===== src/rtl/fetch_unit.sv =====
// Instruction fetch stage: one-at-a-time instruction bus requests, 2-entry {pc, instr} FIFO to decode,
// redirect handling with in-flight response discard. Define FETCH_STATS_EN to add fetch/drop counters.
module fetch_unit #(
    parameter int              XLEN     = 32,
    parameter logic [XLEN-1:0] RESET_PC = '0
) (
    input  logic            clk,
    input  logic            reset,
    output logic            ireq_valid,
    output logic [XLEN-1:0] ireq_addr,
    input  logic            iresp_ok,
    input  logic [31:0]     iresp_data,
    input  logic            redirect_valid,
    input  logic [XLEN-1:0] redirect_pc,
    output logic            out_valid,
    input  logic            out_ready,
    output logic [31:0]     out_instr,
    output logic [XLEN-1:0] out_pc,
`ifdef FETCH_STATS_EN
    output logic [31:0]     stat_fetched,
    output logic [31:0]     stat_dropped,
`endif
    output logic            out_predec_br
);

    // Major opcodes (instr[31:26]) from the pipes ISA definitions.
    localparam logic [5:0] F6_J   = 6'h02;
    localparam logic [5:0] F6_BEQ = 6'h04;

    typedef enum logic [1:0] {
        S_IDLE,
        S_WAIT,
        S_FLUSH
    } state_t;

    state_t          state;
    logic [XLEN-1:0] pc;
    logic [XLEN-1:0] req_pc;
    logic [1:0]      count;
    logic            rd_ptr;

    logic [XLEN-1:0] fifo_pc    [2];
    logic [31:0]     fifo_instr [2];

    logic            push;
    logic            pop;
    logic            wr_ptr;
    logic [1:0]      count_next;
    logic [XLEN-1:0] target;

    // Redirect cycles mask out_valid so decode never pops an entry that is being flushed.
    assign out_valid     = (count != 2'd0) && !redirect_valid;
    assign pop           = out_valid && out_ready;
    assign push          = (state == S_WAIT) && iresp_ok && !redirect_valid;
    assign count_next    = count + 2'(push) - 2'(pop);
    assign wr_ptr        = rd_ptr ^ count[0];
    assign target        = {redirect_pc[XLEN-1:2], 2'b00};

    assign ireq_valid    = (state == S_WAIT) || (state == S_FLUSH);
    assign ireq_addr     = req_pc;
    assign out_pc        = fifo_pc[rd_ptr];
    assign out_instr     = fifo_instr[rd_ptr];
    assign out_predec_br = (out_instr[31:26] == F6_J) || (out_instr[31:26] == F6_BEQ);

    // NOTE: FIFO storage has no reset; count qualifies every entry, so clearing data would only add reset fan-out.
    always_ff @(posedge clk) begin
        if (push) begin
            fifo_pc[wr_ptr]    <= req_pc;
            fifo_instr[wr_ptr] <= iresp_data;
        end
    end

    // NOTE: all state updates use non-blocking assignments so every branch sees start-of-cycle values.
    always_ff @(posedge clk) begin
        if (reset) begin
            state  <= S_IDLE;
            pc     <= RESET_PC;
            req_pc <= RESET_PC;
            count  <= 2'd0;
            rd_ptr <= 1'b0;
`ifdef FETCH_STATS_EN
            stat_fetched <= '0;
            stat_dropped <= '0;
`endif
        end else begin
            count <= count_next;
            if (pop) begin
                rd_ptr <= ~rd_ptr;
            end
`ifdef FETCH_STATS_EN
            if (push) begin
                stat_fetched <= stat_fetched + 32'd1;
            end
            if (state != S_IDLE && iresp_ok && (redirect_valid || state == S_FLUSH)) begin
                stat_dropped <= stat_dropped + 32'd1;
            end
`endif
            unique case (state)
                S_IDLE: begin
                    if (redirect_valid) begin
                        pc    <= target;
                        count <= 2'd0;
                    end else if (count_next < 2'd2) begin
                        req_pc <= pc;
                        state  <= S_WAIT;
                    end
                end
                S_WAIT: begin
                    if (redirect_valid) begin
                        pc    <= target;
                        count <= 2'd0;
                        state <= iresp_ok ? S_IDLE : S_FLUSH;
                    end else if (iresp_ok) begin
                        pc <= req_pc + XLEN'(4);
                        // Keep requesting back-to-back only while a FIFO slot is guaranteed.
                        if (count_next < 2'd2) begin
                            req_pc <= req_pc + XLEN'(4);
                        end else begin
                            state <= S_IDLE;
                        end
                    end
                end
                S_FLUSH: begin
                    if (redirect_valid) begin
                        pc    <= target;
                        count <= 2'd0;
                    end
                    if (iresp_ok) begin
                        state <= S_IDLE;
                    end
                end
                default: state <= S_IDLE;
            endcase
        end
    end

endmodule


===== config.mk =====
export PLATFORM = sky130hd
export DESIGN_NAME = fetch_unit
export DESIGN_NICKNAME = d
export VERILOG_FILES = /design/src/rtl/fetch_unit.sv
export SDC_FILE = /design/constraint.sdc
export NUM_CORES = 1
export LEC_CHECK = 0
export ABC_AREA = 1
export ABC_CLOCK_PERIOD_IN_PS = 4900
export CORE_ASPECT_RATIO = 1.5
export CORE_MARGIN = 2
export CORE_UTILIZATION = 44
export DETAILED_ROUTE_END_ITERATION = 6
export PLACE_DENSITY = 0.69
export SYNTH_ARGS = -nofsm -noshare
export SYNTH_HDL_FRONTEND = slang
export SYNTH_SLANG_ARGS = --single-unit

===== constraint.sdc =====
create_clock -name clk -period 4.9 [get_ports clk]
set_input_delay 0.49 -clock clk [delete_from_list [all_inputs] [get_ports clk]]
set_output_delay 0.49 -clock clk [all_outputs]
set_load 0.005 [all_outputs]

==> results.json, run 1 <==
{
  "status": "finished clean",
  "report.final.setup_viol": 0,
  "worst-path-max-fanout": 30,
  "met2WireLength_mm": 11.5,
  "timing.hold.ws_ps": 449,
  "worstSetupStartpointType": "primary input",
  "cts_hold_repair.buffers": 0,
  "vdd_ir_drop_max_mv": 0.265,
  "synth_enable_flop_cells": 128,
  "max_cap_viol_count": 0,
  "number_of_placed_instances_taps_included": 1467,
  "dr.first_iter.drc_count": 453,
  "worst-path-buf-inv": 6,
  "timing.critical_path.cells": "clkdlybuf4s50_1 -> inv_2 -> nand2_4 -> nor2_4 -> inv_1 -> ha_1 -> inv_1 -> ha_1 -> inv_1 -> nand3_1 -> nand3_1 -> nand2_1 -> nand2_2 -> buf_4 -> nand2_1 -> nand2_1 -> a21oi_1",
  "switchingPower_mw": 2.03,
  "drt-wirelength-per-cell_um": 14.5,
  "vias_in_the_first_global_route": 6941,
  "synth_area_leader_cell": "sky130_fd_sc_hd__edfxtp_1",
  "drt_wl_total_mm": 21.8,
  "track_usage": 0.204,
  "clock_power_share": 0.238,
  "grt_max_degree": 65,
  "clock_buffer_count_from_cts": 17,
  "worst-setup-path-type": "in -> reg",
  "synth_largest_type_area_fraction": 0.428,
  "tns_ps": 0,
  "combinationalPowerShare": 0.328,
  "yosysSeqAreaShare": 0.584,
  "cts_max_level": 4,
  "die_footprint_um2": 21600,
  "stdcell_count": 1499,
  "layout-drive-gt1-share": 0.0551,
  "highest_metal_layer_used_by_the_detailed_router": "met4",
  "cts_tree": "done",
  "syn2layout_area_growth_pct": 27.0,
  "synth-async-reset-ratio": 0,
  "antenna_found_initial": 0,
  "ys.flop_type": "sky130_fd_sc_hd__edfxtp_1",
  "cts_resized": 0,
  "critPathCaptureType": "register",
  "avgViaCountPerCell": 4.94,
  "globalRouteOverflowTotal": 0,
  "area_after_detailed_placement_um2": 10800,
  "sw_frac": 0.363,
  "layout_worst_path_cycle_share": 0.696,
  "post_synthesis_cell_area_um2": 8970,
  "synth-seq-cells": 198,
  "floorplan.core_area_um2": 20200,
  "slew_viol_final": 0,
  "hold_violations": 0,
  "cp_slowest_cell": "sky130_fd_sc_hd__clkdlybuf4s50_1",
  "netlist-cell-type-count": 28,
  "nFillCells": 1809,
  "cts_root_buffer": "sky130_fd_sc_hd__clkbuf_16",
  "power_leakage_nw": 4.53,
  "drc": 0,
  "power.internal_mw": 3.57,
  "clkTransAtPathRegs_ps": 70,
  "drt-met1-wl_mm": 8.83,
  "cts_setup_buffers": 0,
  "timing.critical_path.max_delay_family": "buffers and inverters",
  "cts.sinks": 198,
  "route.vias.total": 7409,
  "synth_area_per_cell_um2": 8.38,
  "place.gp.congestion": 0.842,
  "dr.pass1.iters": 5,
  "max_stage_delay_ps": 610,
  "seq_power_share": 0.435,
  "holdCritPathClass": "reg -> reg",
  "rsz0062_at_grt": "false",
  "clk-insertion-delay-late_ps": 440,
  "cp.required_ps": 5260,
  "power_per_cell_area_nw_per_um2": 491,
  "number_of_top_level_pins": 168,
  "synth_fp_nets": 1147,
  "layout_min_cycle_time_ps": 3410,
  "final_antenna_net_count": 0,
  "tightest_slew_ps": 975,
  "cp.arrival_ps": 3770,
  "post_synth_inst_count": 1071,
  "buffer_ports.inserted": 165,
  "grt_pass1_wl_mm": 34.3,
  "clock_tree.buffer_depth": 2,
  "synth.yosys.warnings": 0,
  "timing.slew.headroom": 0.350,
  "detailroute.wirelength.met3_um": 959,
  "netlist_top_cells_area": "sky130_fd_sc_hd__edfxtp_1, sky130_fd_sc_hd__nand2_1, sky130_fd_sc_hd__dfxtp_1, sky130_fd_sc_hd__nor2_1, sky130_fd_sc_hd__a21oi_1",
  "die_w_um": 121,
  "antenna_cells": 0,
  "placement_rows": 64,
  "finish.net_count": 1298,
  "clock.fmax_mhz": 293,
  "finish.instance_area_um2": 11400,
  "place.detailed.hpwl_mm": 15.0,
  "die-height_um": 179,
  "finClkSkew_ps": 19.2,
  "totalPowerFinal_mw": 5.60,
  "initial_standard_cell_utilization_of_the_core": 0.445
}
tightest hold or removal path, cell delays in order, from the launching register on:
cell and delay, ps:
sky130_fd_sc_hd__dfxtp_1 300, sky130_fd_sc_hd__inv_1 50, sky130_fd_sc_hd__a21oi_1 50
metal layers:
metal	global-route usage	up-vias
li1	-	3741
met1	0.233	3445
met2	0.384	192
met3	0.0283	31
met4	0.0761	0
met5	0	-
registers in the layout, summed over array words and instances, names as in the netlist, named ones only:
signal and flops:
fifo_instr 64, fifo_pc 64, ireq_addr 32, pc 32
count 2, state 2, rd_ptr 1
cells in the mapped netlist, drive strengths merged, types with 3 or more instances:
cell type / number
edfxtp: 128
clkbuf: 14
nor2: 127
dfxtp: 70
xnor2: 3
a21oi: 81
inv: 74
xor2: 7
ha: 7
o21ai: 47
nand3: 36
nand2: 440
buf: 31
cells in the final DEF, fill, tap and decap left out, types with 4 or more instances in the layout:
| master | instances |
|---|---|
| sky130_fd_sc_hd__dfxtp_1 | 69 |
| sky130_fd_sc_hd__nand2_1 | 427 |
| sky130_fd_sc_hd__inv_2 | 4 |
| sky130_fd_sc_hd__nand3_1 | 35 |
| sky130_fd_sc_hd__clkdlybuf4s50_1 | 165 |
| sky130_fd_sc_hd__a21oi_1 | 81 |
| sky130_fd_sc_hd__inv_1 | 70 |
| sky130_fd_sc_hd__inv_6 | 6 |
| sky130_fd_sc_hd__clkinv_4 | 4 |
| sky130_fd_sc_hd__xor2_1 | 7 |
| sky130_fd_sc_hd__ha_1 | 7 |
| sky130_fd_sc_hd__clkbuf_16 | 17 |
| sky130_fd_sc_hd__nand2_2 | 11 |
| sky130_fd_sc_hd__edfxtp_1 | 128 |
| sky130_fd_sc_hd__o21ai_0 | 46 |
| sky130_fd_sc_hd__buf_4 | 12 |
| sky130_fd_sc_hd__nor2_1 | 123 |
area by class of cell:
class                   instances  area (um2)  area share
well taps                     264         330      0.0290
flip-flops and latches        198        5250       0.460
multi-input cells             754        3240       0.284
inverters                      74         278      0.0244
clock inverters                15         131      0.0115
repair buffers                177        1740       0.153
clock buffers                  17         425      0.0373
final timing paths:
kind | from | end | slack (ps) | depth (start not counted)
hold reg to reg | pc[4] | pc[4] | 450 | 2
setup / recovery | redirect_valid | ireq_addr[24] | 1490 | 17
setup reg to reg | state[1] | ireq_addr[24] | 1510 | 17
hold / removal | pc[4] | pc[4] | 450 | 2
through the flow:
| stage | utilization | setup slack [ps] |
|---|---|---|
| after CTS | 0.565 | 1490 |
| after detailed placement | 0.537 | 1060 |
| after global routing | 0.565 | 1190 |
| after floorplan | - | 827 |
| final | 0.565 | 1490 |
| after global placement | 0.537 | 1090 |
power groups by stage:
stage	combinational [mW]	sequential (mW)	clock, mW
6_report	1.83	2.43	1.33
5_1_grt	2.07	2.47	1.42
4_1_cts	1.85	2.43	1.36
3_5_place_dp	1.83	2.46	0
3_3_place_gp	1.81	2.45	0
2_1_floorplan	1.20	2.36	0
cell families (layout without fill, tap and decap cells):
kind of cell / count (synthesis) / in the layout / share of synthesized area
flops: 198 / 198 / 0.584
simple gates: 609 / 609 / 0.268
buf+inv: 119 / 283 / 0.0561
compound gates: 128 / 128 / 0.0718
fa+ha+maj: 7 / 7 / 0.00976
xor+xnor: 10 / 10 / 0.00976
Power figures use the tool's default switching activity.
==> inputs of run 2 (changes only) <==
ABC_CLOCK_PERIOD_IN_PS = 3400   (was 4900)
clock period = 3.4 ns   (was 4.9 ns; I/O delays follow)
==> results.json, run 2 (synthesis results as in run 1) <==
{
  "cts_hold_repair.buffers": 0,
  "layout.area.seq_um2": 5250,
  "holdCritPathClass": "reg -> reg",
  "cts_resized": 0,
  "power_per_cell_area_nw_per_um2": 710,
  "worst-r2r-setup-slack_ps": 500,
  "cts_tree": "done",
  "nFillCells": 1839,
  "die-height_um": 179,
  "critPathLaunch": "state[1]",
  "timing.rr.end": "ireq_addr[21]",
  "timing.slew.headroom": 0.341,
  "grt_max_degree": 65,
  "report.final.setup_viol": 0,
  "layout_min_cycle_time_ps": 2900,
  "area_after_detailed_placement_um2": 10900,
  "power_leakage_nw": 4.55,
  "rsz0062_at_grt": "false",
  "status": "finished clean",
  "tightest_slew_ps": 987,
  "cp.required_ps": 3760,
  "worst-setup-path-type": "reg -> reg",
  "critical_path.endpoint": "ireq_addr[21]",
  "layout-drive-gt1-share": 0.0550,
  "drt_wl_total_mm": 21.6,
  "avgViaCountPerCell": 4.85,
  "dr.pass1.iters": 5,
  "multi_input_comb_area_um2": 3240,
  "antenna_cells": 0,
  "floorplan.core_area_um2": 20200,
  "hold_path_depth": 2,
  "antenna_found_initial": 0,
  "number_of_placed_instances_taps_included": 1469,
  "finish.net_count": 1300,
  "clk-insertion-delay-late_ps": 440,
  "top_flop_regs": "fifo_instr: 64 flops, fifo_pc: 64 flops",
  "clkTransAtPathRegs_ps": 70,
  "clock.fmax_mhz": 345,
  "cp.arrival_ps": 3250,
  "layout_common_cells": "sky130_fd_sc_hd__nand2_1, sky130_fd_sc_hd__clkdlybuf4s50_1, sky130_fd_sc_hd__edfxtp_1, sky130_fd_sc_hd__nor2_1, sky130_fd_sc_hd__a21oi_1",
  "globalRouteOverflowTotal": 0,
  "place.detailed.hpwl_mm": 15.0,
  "hold_violations": 0,
  "dr.first_iter.drc_count": 456,
  "initial_standard_cell_utilization_of_the_core": 0.445,
  "layout_worst_path_cycle_share": 0.852,
  "worst-path-max-fanout": 24,
  "vias_in_the_first_global_route": 6928,
  "drc": 0,
  "rr_startpoint": "state[1]",
  "vdd_ir_drop_max_mv": 0.565,
  "number_of_top_level_pins": 168,
  "max_cap_viol_count": 0,
  "final_common_cell": "sky130_fd_sc_hd__nand2_1",
  "cts_max_level": 4,
  "stdcell_count": 1501,
  "drt-wirelength-per-cell_um": 14.4,
  "finClkSkew_ps": 10.5,
  "placement_rows": 64,
  "r2r_cells": 17,
  "final_antenna_net_count": 0,
  "finish.instance_area_um2": 11500,
  "clock_buffer_count_from_cts": 17,
  "clock_tree.buffer_depth": 2,
  "track_usage": 0.202,
  "grt_pass1_wl_mm": 34.0,
  "syn2layout_area_growth_pct": 27.9,
  "cts_setup_buffers": 0,
  "die_w_um": 121,
  "worstSetupStartpointType": "register",
  "cts_root_buffer": "sky130_fd_sc_hd__clkbuf_16",
  "cts.sinks": 198,
  "route.vias.total": 7287,
  "place.gp.congestion": 0.849,
  "slew_viol_final": 0,
  "critPathCaptureType": "register",
  "buffer_ports.inserted": 165,
  "die_footprint_um2": 21600
}
==> run 2: cell count changes in the layout (fill, tap and decap cells not counted), sizes merged <==
cell	delta
buf	+2
inv	-2
clkbuf	+1
clkinv	+1
==> run 2: how the worst min path moves through the flow <==
stage	start	to	slack, ps
5_1_grt	iresp_data[28]	fifo_instr[0][28]	480
3_5_place_dp	pc[4]	pc[4]	440
6_report	pc[4]	pc[4]	450
2_1_floorplan	pc[4]	pc[4]	420
4_1_cts	pc[4]	pc[4]	450
3_3_place_gp	pc[4]	pc[4]	430
==> run 2: per-stage QoR <==
step | TNS [ps] | setup WS (ps) | power [mW] | util | hold WS [ps]
after floorplan | -86130 | -673 | 5.13 | - | 422
after global placement | 0 | 324 | 6.20 | 0.540 | 431
after detailed placement | 0 | 238 | 6.25 | 0.540 | 438
after CTS | 0 | 511 | 8.20 | 0.569 | 449
after global routing | 0 | 262 | 8.68 | 0.569 | 479
final | 0 | 504 | 8.15 | 0.569 | 449
==> run 2: layer usage <==
layer	vias up	GRT usage	routed length (um)
met4	0	0.0804	674
met1	3324	0.235	8920
met2	188	0.367	11100
met5	-	0	0
met3	38	0.0334	944
li1	3737	-	-
==> run 2: area by class of cell <==
type | instances | area share
flip-flops and latches | 198 | 0.457
clock inverters | 14 | 0.0128
multi-input cells | 754 | 0.282
repair buffers | 179 | 0.157
clock buffers | 18 | 0.0374
well taps | 264 | 0.0288
inverters | 74 | 0.0242
==> run 2: power breakdown <==
part	internal, mW	switching [mW]	total (mW)
logic	1.14	1.56	2.70
clock network	1.03	0.908	1.94
registers	3.04	0.469	3.51
total	5.22	2.94	8.15
==> run 2: worst max-delay path: stages, from the launching register on <==
cell                      delay (ps)
sky130_fd_sc_hd__dfxtp_1         400
sky130_fd_sc_hd__inv_1            90
sky130_fd_sc_hd__ha_1            230
sky130_fd_sc_hd__nand2_4         100
sky130_fd_sc_hd__nor2_4           40
sky130_fd_sc_hd__inv_1           180
sky130_fd_sc_hd__ha_1            270
sky130_fd_sc_hd__inv_1            50
sky130_fd_sc_hd__ha_1            170
sky130_fd_sc_hd__inv_1            70
sky130_fd_sc_hd__nand3_1         130
sky130_fd_sc_hd__nand3_2         110
sky130_fd_sc_hd__nand2_4         140
sky130_fd_sc_hd__nand2_2         290
sky130_fd_sc_hd__buf_12          280
sky130_fd_sc_hd__nand2_1          60
sky130_fd_sc_hd__nand2_1          40
sky130_fd_sc_hd__a21oi_1         140
